--- src/rtl/ranger_pkg.sv ---
// Shared definitions for the multi-channel ultrasonic ranger: scan FSM states
// and default timing constants (100 MHz clock).
package ranger_pkg;

  typedef enum logic [2:0] {
    IDLE,
    TRIG,
    WAIT_RISE,
    MEASURE,
    GAP
  } ranger_state_t;

  localparam int DEF_NUM_CH         = 2;
  localparam int DEF_CNT_W          = 32;
  localparam int DEF_TRIG_CYCLES    = 1000;
  localparam int DEF_TIMEOUT_CYCLES = 3_000_000;
  localparam int DEF_CRASH_CYCLES   = 294117;
  localparam int DEF_HYST_CYCLES    = 29412;
  localparam int DEF_GAP_CYCLES     = 100_000;

endpackage

--- src/rtl/echo_sync.sv ---
// Two-flop synchroniser for the raw, asynchronous echo lines.
module echo_sync #(
  parameter int WIDTH = 1
) (
  input  logic             clk,
  input  logic             rst_n,
  input  logic [WIDTH-1:0] i_async,
  output logic [WIDTH-1:0] o_sync
);

  logic [WIDTH-1:0] r_meta;
  logic [WIDTH-1:0] r_sync;

  always_ff @(posedge clk or negedge rst_n) begin
    if (!rst_n) begin
      r_meta <= '0;
      r_sync <= '0;
    end else begin
      r_meta <= i_async;
      r_sync <= r_meta;
    end
  end

  assign o_sync = r_sync;

endmodule

--- src/rtl/multi_ultrasonic_ranger.sv ---
// Round-robin ultrasonic ranger: pings one channel at a time, measures echo
// width in clock cycles and keeps a per-channel crash flag with hysteresis.
module multi_ultrasonic_ranger
  import ranger_pkg::*;
#(
  parameter int NUM_CH         = DEF_NUM_CH,
  parameter int CNT_W          = DEF_CNT_W,
  parameter int TRIG_CYCLES    = DEF_TRIG_CYCLES,
  parameter int TIMEOUT_CYCLES = DEF_TIMEOUT_CYCLES,
  parameter int CRASH_CYCLES   = DEF_CRASH_CYCLES,
  parameter int HYST_CYCLES    = DEF_HYST_CYCLES,
  parameter int GAP_CYCLES     = DEF_GAP_CYCLES,
  localparam int CH_W          = (NUM_CH > 1) ? $clog2(NUM_CH) : 1
) (
  input  logic              clk,
  input  logic              rst_n,
  input  logic              enable,
  input  logic [NUM_CH-1:0] echo,
  output logic [NUM_CH-1:0] trigger,
  output logic              range_valid,
  output logic [CH_W-1:0]   range_ch,
  output logic [CNT_W-1:0]  range_cycles,
  output logic              range_timeout,
  output logic [NUM_CH-1:0] is_crash,
  output logic              any_crash
);

  localparam logic [CNT_W-1:0] TRIG_LAST    = CNT_W'(TRIG_CYCLES - 1);
  localparam logic [CNT_W-1:0] TIMEOUT_VAL  = CNT_W'(TIMEOUT_CYCLES);
  localparam logic [CNT_W-1:0] TIMEOUT_LAST = CNT_W'(TIMEOUT_CYCLES - 1);
  localparam logic [CNT_W-1:0] GAP_LAST     = CNT_W'(GAP_CYCLES - 1);
  localparam logic [CNT_W-1:0] CRASH_LIM    = CNT_W'(CRASH_CYCLES);
  localparam logic [CNT_W-1:0] RELEASE_LIM  = CNT_W'(CRASH_CYCLES + HYST_CYCLES);
  localparam logic [CH_W-1:0]  CH_LAST      = CH_W'(NUM_CH - 1);

  ranger_state_t     r_state;
  ranger_state_t     w_state_nxt;
  logic [CH_W-1:0]   r_ch;
  logic [CH_W-1:0]   w_ch_nxt;
  logic [CNT_W-1:0]  r_cnt;
  logic [CNT_W-1:0]  w_cnt_nxt;

  logic [NUM_CH-1:0] w_echo_s;
  logic [NUM_CH-1:0] r_echo_prev;
  logic              w_echo_ch;
  logic              w_rise;

  logic              w_emit;
  logic              w_emit_timeout;
  logic [CNT_W-1:0]  w_emit_cycles;

  logic              r_range_valid;
  logic [CH_W-1:0]   r_range_ch;
  logic [CNT_W-1:0]  r_range_cycles;
  logic              r_range_timeout;
  logic [NUM_CH-1:0] r_is_crash;
  logic [NUM_CH-1:0] w_is_crash_nxt;
  logic              r_any_crash;
  logic [NUM_CH-1:0] w_trigger;

  echo_sync #(
    .WIDTH (NUM_CH)
  ) u_echo_sync (
    .clk     (clk),
    .rst_n   (rst_n),
    .i_async (echo),
    .o_sync  (w_echo_s)
  );

  // Edge detection against the previous synchronised sample, so an echo that
  // is already high when WAIT_RISE is entered never looks like a rise.
  assign w_echo_ch = w_echo_s[r_ch];
  assign w_rise    = w_echo_ch & ~r_echo_prev[r_ch];

  always_comb begin
    w_state_nxt    = r_state;
    w_cnt_nxt      = r_cnt;
    w_ch_nxt       = r_ch;
    w_emit         = 1'b0;
    w_emit_timeout = 1'b0;
    w_emit_cycles  = r_cnt;

    case (r_state)
      IDLE: begin
        if (enable) begin
          w_state_nxt = TRIG;
          w_cnt_nxt   = '0;
        end
      end

      TRIG: begin
        if (!enable) begin
          w_state_nxt = IDLE;
          w_cnt_nxt   = '0;
        end else if (r_cnt == TRIG_LAST) begin
          w_state_nxt = WAIT_RISE;
          w_cnt_nxt   = '0;
        end else begin
          w_cnt_nxt = r_cnt + CNT_W'(1);
        end
      end

      WAIT_RISE: begin
        if (!enable) begin
          w_state_nxt = IDLE;
          w_cnt_nxt   = '0;
        end else if (w_rise) begin
          w_state_nxt = MEASURE;
          w_cnt_nxt   = CNT_W'(1);
        end else if (r_cnt == TIMEOUT_LAST) begin
          w_emit         = 1'b1;
          w_emit_timeout = 1'b1;
          w_emit_cycles  = TIMEOUT_VAL;
          w_state_nxt    = GAP;
          w_cnt_nxt      = '0;
        end else begin
          w_cnt_nxt = r_cnt + CNT_W'(1);
        end
      end

      // The rise cycle already counted as 1; the counter saturates at the
      // timeout value rather than wrapping.
      MEASURE: begin
        if (!enable) begin
          w_state_nxt = IDLE;
          w_cnt_nxt   = '0;
        end else if (r_cnt >= TIMEOUT_VAL) begin
          w_emit         = 1'b1;
          w_emit_timeout = 1'b1;
          w_emit_cycles  = TIMEOUT_VAL;
          w_state_nxt    = GAP;
          w_cnt_nxt      = '0;
        end else if (!w_echo_ch) begin
          w_emit      = 1'b1;
          w_state_nxt = GAP;
          w_cnt_nxt   = '0;
        end else begin
          w_cnt_nxt = r_cnt + CNT_W'(1);
        end
      end

      GAP: begin
        if (!enable) begin
          w_state_nxt = IDLE;
          w_cnt_nxt   = '0;
        end else if (r_cnt == GAP_LAST) begin
          w_state_nxt = IDLE;
          w_cnt_nxt   = '0;
          w_ch_nxt    = (r_ch == CH_LAST) ? '0 : r_ch + CH_W'(1);
        end else begin
          w_cnt_nxt = r_cnt + CNT_W'(1);
        end
      end

      default: begin
        w_state_nxt = IDLE;
        w_cnt_nxt   = '0;
      end
    endcase
  end

  // Crash flag follows the registered result, so it lands one cycle after
  // range_valid; between the two thresholds the previous decision is kept.
  always_comb begin
    w_is_crash_nxt = r_is_crash;
    if (r_range_valid) begin
      if (!r_range_timeout && (r_range_cycles <= CRASH_LIM)) begin
        w_is_crash_nxt[r_range_ch] = 1'b1;
      end else if (r_range_timeout || (r_range_cycles > RELEASE_LIM)) begin
        w_is_crash_nxt[r_range_ch] = 1'b0;
      end
    end
  end

  always_comb begin
    w_trigger = '0;
    if (r_state == TRIG) begin
      w_trigger[r_ch] = 1'b1;
    end
  end

  always_ff @(posedge clk or negedge rst_n) begin
    if (!rst_n) begin
      r_state         <= IDLE;
      r_ch            <= '0;
      r_cnt           <= '0;
      r_echo_prev     <= '0;
      r_range_valid   <= 1'b0;
      r_range_ch      <= '0;
      r_range_cycles  <= '0;
      r_range_timeout <= 1'b0;
      r_is_crash      <= '0;
      r_any_crash     <= 1'b0;
    end else begin
      r_state       <= w_state_nxt;
      r_ch          <= w_ch_nxt;
      r_cnt         <= w_cnt_nxt;
      r_echo_prev   <= w_echo_s;
      r_range_valid <= w_emit;
      if (w_emit) begin
        r_range_ch      <= r_ch;
        r_range_cycles  <= w_emit_cycles;
        r_range_timeout <= w_emit_timeout;
      end
      r_is_crash  <= w_is_crash_nxt;
      r_any_crash <= |w_is_crash_nxt;
    end
  end

  assign trigger       = w_trigger;
  assign range_valid   = r_range_valid;
  assign range_ch      = r_range_ch;
  assign range_cycles  = r_range_cycles;
  assign range_timeout = r_range_timeout;
  assign is_crash      = r_is_crash;
  assign any_crash     = r_any_crash;

endmodule

--- config.mk ---
export PLATFORM = sky130hd
export DESIGN_NAME = multi_ultrasonic_ranger
export DESIGN_NICKNAME = d
export VERILOG_FILES = /design/src/rtl/ranger_pkg.sv /design/src/rtl/echo_sync.sv /design/src/rtl/multi_ultrasonic_ranger.sv
export SDC_FILE = /design/constraint.sdc
export NUM_CORES = 1
export LEC_CHECK = 0
export CAP_MARGIN = 40
export CORE_MARGIN = 5
export CORE_UTILIZATION = 58
export CTS_CLUSTER_DIAMETER = 80
export CTS_CLUSTER_SIZE = 24
export DETAILED_ROUTE_END_ITERATION = 10
export GPL_TIMING_DRIVEN = 1
export HOLD_SLACK_MARGIN = 0.12
export PLACE_DENSITY = 0.86
export SLEW_MARGIN = 20
export SYNTH_ARGS = -nofsm -noshare
export SYNTH_HDL_FRONTEND = slang
export SYNTH_SLANG_ARGS = --single-unit
--- constraint.sdc ---
create_clock -name clk -period 4.2 [get_ports clk]
set_input_delay 0.84 -clock clk [delete_from_list [all_inputs] [get_ports clk]]
set_output_delay 0.84 -clock clk [all_outputs]
set_load 0.05 [all_outputs]
==> results.sh <==
export IMPL_reg2reg_slack_ns=1.08
export IMPL_wl_per_cell_um=17.6
export IMPL_path_class="reg2reg"
export IMPL_status="finished clean"
export IMPL_ys_flop_type="dfrtp_1"
export IMPL_rsz0062_at_grt="false"
export IMPL_htree_levels=3
export IMPL_fill_cells=551
export IMPL_synthXorXnorAreaFrac_pct=0.619
export IMPL_ys_ff_latch=80
export IMPL_cts_sinks=80
export IMPL_async_reset_ff_share_pct=100
export IMPL_initial_core_util_pct=59.2
export IMPL_yosys_area_top_type="dfrtp_1"
export IMPL_max_slew_worst_pin_slew_ns=0.812
export IMPL_synthSimpleGateAreaFrac_pct=28.3
export IMPL_tns_ns=0
export IMPL_synth_top_family_by_area="simple AND/OR/NAND/NOR gates"
export IMPL_drive_gt1_share_pct=8.30
export IMPL_synth_seq_area_share_pct=47.1
export IMPL_cp_data_arrival_time_ns=3.33
export IMPL_worstSetupEndpoint="r_cnt[5]"
export IMPL_synthesis_nets=485
export IMPL_fin_ws_ns=1.08
export IMPL_ctsLongestPathBuffers=2
export IMPL_ys_top_cells_by_area="dfrtp_1 (47%), nand2_1 (6.8%), o21ai_0 (5.1%), nor2_1 (3.4%), and2_1 (1.9%)"
export IMPL_yosysWarnings=0
export IMPL_path_clk_slew_ns=0.09
export IMPL_crit_path_cell_trace="ha_1 -> nand3_1 -> or4b_2 -> nor4_4 -> o21ai_2 -> buf_4 -> nor3_4 -> o21ai_0"
export IMPL_relSlewSlack_pct=45.4
export IMPL_crit_slowest_cell="or4b_2"
export IMPL_route_antenna_remaining_nets=0
export IMPL_hold_path_class="reg2reg"
export IMPL_avgSynthCellArea_sq_um=8.89
export IMPL_coreArea_sq_um=7180
export IMPL_gp_congestion=0.926
export IMPL_slew_violations=0
export IMPL_p_total_mw=2.38
export IMPL_routed_via_density=6.36
export IMPL_period_minus_slack_ns=3.12
export IMPL_place_ws_ns=0.993
export IMPL_grt_first_pass_wirelength_um=18100
export IMPL_cts_tree="built"
export IMPL_ir_worst_vdd_uv=268
export IMPL_syn_cell_area_sq_um=4250
export IMPL_dp_hpwl_um=7730
export IMPL_cap_viol_max_count=0
export IMPL_grt_start_max_net_pins=42
export IMPL_cts_buffers_inserted=9
export IMPL_drt_total_wl_um=10900
export IMPL_grt_pass1_vias=3622
export IMPL_cp_max_fo=16
export IMPL_rows=31
export IMPL_overflow=0
export IMPL_worstSetupStartpointType="flip-flop"
export IMPL_yosysUniqueCellTypes=63
export IMPL_dieArea_sq_um=9140
export IMPL_period_share_pct=74.3
export IMPL_synthAdderAreaFrac_pct=0.589
export IMPL_rr_worst_depth=8
export IMPL_layout_nets=520
export IMPL_yosys_area_top_type_share_pct=47.1
export IMPL_powerDensity_nw_per_um2=479
export IMPL_synth_edf_count=0
export IMPL_port_buffers=44
export IMPL_antenna_found_initial=0
export IMPL_post_cts_resized=0
export IMPL_dr_first_iter_drc_count=383
export IMPL_critPathMaxStageDelay_ns=0.68
export IMPL_clk_insertion_delay_late_ns=0.36
export IMPL_worstSetupEndpointType="flip-flop"
export IMPL_syn_inst=478
export IMPL_first_pass_iters=8
export IMPL_cts_hold_buf=0
export IMPL_die_h_um=95.6
export IMPL_io_pins=45
export IMPL_syn_to_final_growth_pct=17.1
export IMPL_grt_usage_pct=25.7
export IMPL_post_route_drc_count=0
export IMPL_antenna_cells=0
export IMPL_clock_fmax_ghz=0.320
export IMPL_skew_ns=0.00888
export IMPL_cp_startpoint="r_cnt[1]"
export IMPL_setup_viol=0
export IMPL_p_leak_nw=2.07
export IMPL_muxShareOfSynthArea_pct=1.21
export IMPL_fp_dieW_um=95.6
export IMPL_r2r_end="r_cnt[5]"
export IMPL_synth_most_common_cell="dfrtp_1"
export IMPL_hold_viol=0
export IMPL_ctsRootBufferMaster="clkbuf_8"
export IMPL_synth_commonest_cells="dfrtp_1 (80), nand2_1 (77), o21ai_0 (43)"
export IMPL_r2r_start="r_cnt[1]"
export IMPL_cts_setup_buffers=0
export IMPL_vias=3924
export IMPL_required_ns=4.41
export IMPL_synth_compound_area_share_pct=17.8
[cell families (layout without fill, tap and decap cells)]
kind of cell,Yosys count,after routing
AOI/OAI and AO/OA,118,118
xor gates and xnor gates,3,3
adders and majority gates,2,2
buffers and inverters,41,81
DFF,80,80
muxes,5,5
and+or+nand+nor,229,229
[cell usage in the layout, fill, tap and decap left out, drive strengths merged, types with 11 or more instances in the layout]
master         instances
dfrtp                 80
nand2                 77
o21ai                 47
clkdlybuf4s50         43
nor2                  39
nand3                 16
nor3                  16
a21oi                 14
nor4                  14
and2                  13
buf                   12
nand4                 11
o22ai                 11
inv                   11
[where the power goes]
| group | switching (mW) | internal, mW | leakage, nW |
|---|---|---|---|
| Sequential | 0.104 | 0.853 | 1.08 |
| Combinational | 0.583 | 0.259 | 0.891 |
| Clock | 0.291 | 0.293 | 0.0989 |
[worst min path at each step]
stage / startpoint / endpoint / slack, ns / cells past startpoint
2_1_floorplan: u_echo_sync.r_meta[0] / u_echo_sync.o_sync[0] / 0.33 / 0
3_3_place_gp: u_echo_sync.r_meta[1] / u_echo_sync.o_sync[1] / 0.33 / 0
3_5_place_dp: u_echo_sync.r_meta[1] / u_echo_sync.o_sync[1] / 0.34 / 0
4_1_cts: u_echo_sync.r_meta[1] / u_echo_sync.o_sync[1] / 0.36 / 0
5_1_grt: u_echo_sync.r_meta[1] / u_echo_sync.o_sync[1] / 0.37 / 0
6_report: u_echo_sync.r_meta[1] / u_echo_sync.o_sync[1] / 0.35 / 0
[critical path: cells and delay by family, from the launching register on]
family	cells	cell delay [ns]
compound gates	2	0.30
fa+ha+maj	1	0.27
buf+inv	1	0.20
flops	1	0.45
simple gates	4	1.74
[metrics by stage]
stage                     hold WS [ns]  util [%]  area, sq um  instances
final                            0.355      69.3         4970        617
after global routing             0.371      69.3         4970        617
after CTS                        0.357      69.2         4970        616
after detailed placement         0.336      66.3         4760        600
after global placement           0.332      66.1         4740        599
after floorplan                  0.331         -         4250        478
[flip-flops by register name, indices dropped and copies added, names as in the netlist, 2 cells and up]
| register | flops |
|---|---|
| u_echo_sync.r_meta | 2 |
| r_cnt | 32 |
| r_echo_prev | 2 |
| is_crash | 2 |
| range_cycles | 32 |
| u_echo_sync.o_sync | 2 |
| r_state | 3 |
[layout make-up]
cell class / instances / area [sq um] / share of cell area, %
clock buffers: 10 / 138 / 2.77
clock inverters: 6 / 67.6 / 1.36
inverters: 10 / 37.5 / 0.755
multi-input cells: 357 / 2070 / 41.7
flip-flops and latches: 80 / 2000 / 40.3
well taps: 99 / 124 / 2.49
repair buffers: 55 / 533 / 10.7
[metal layers]
| metal | vias to the layer above | global-route usage [%] | part of all wire [%] |
|---|---|---|---|
| li1 | 1813 | - | - |
| met1 | 1924 | 35.4 | 43 |
| met2 | 163 | 40.6 | 48 |
| met3 | 24 | 4.81 | 6.9 |
| met4 | 0 | 9.24 | 2.1 |
| met5 | - | 0 | 0 |
Note: power is estimated with default switching activity, not from simulation.
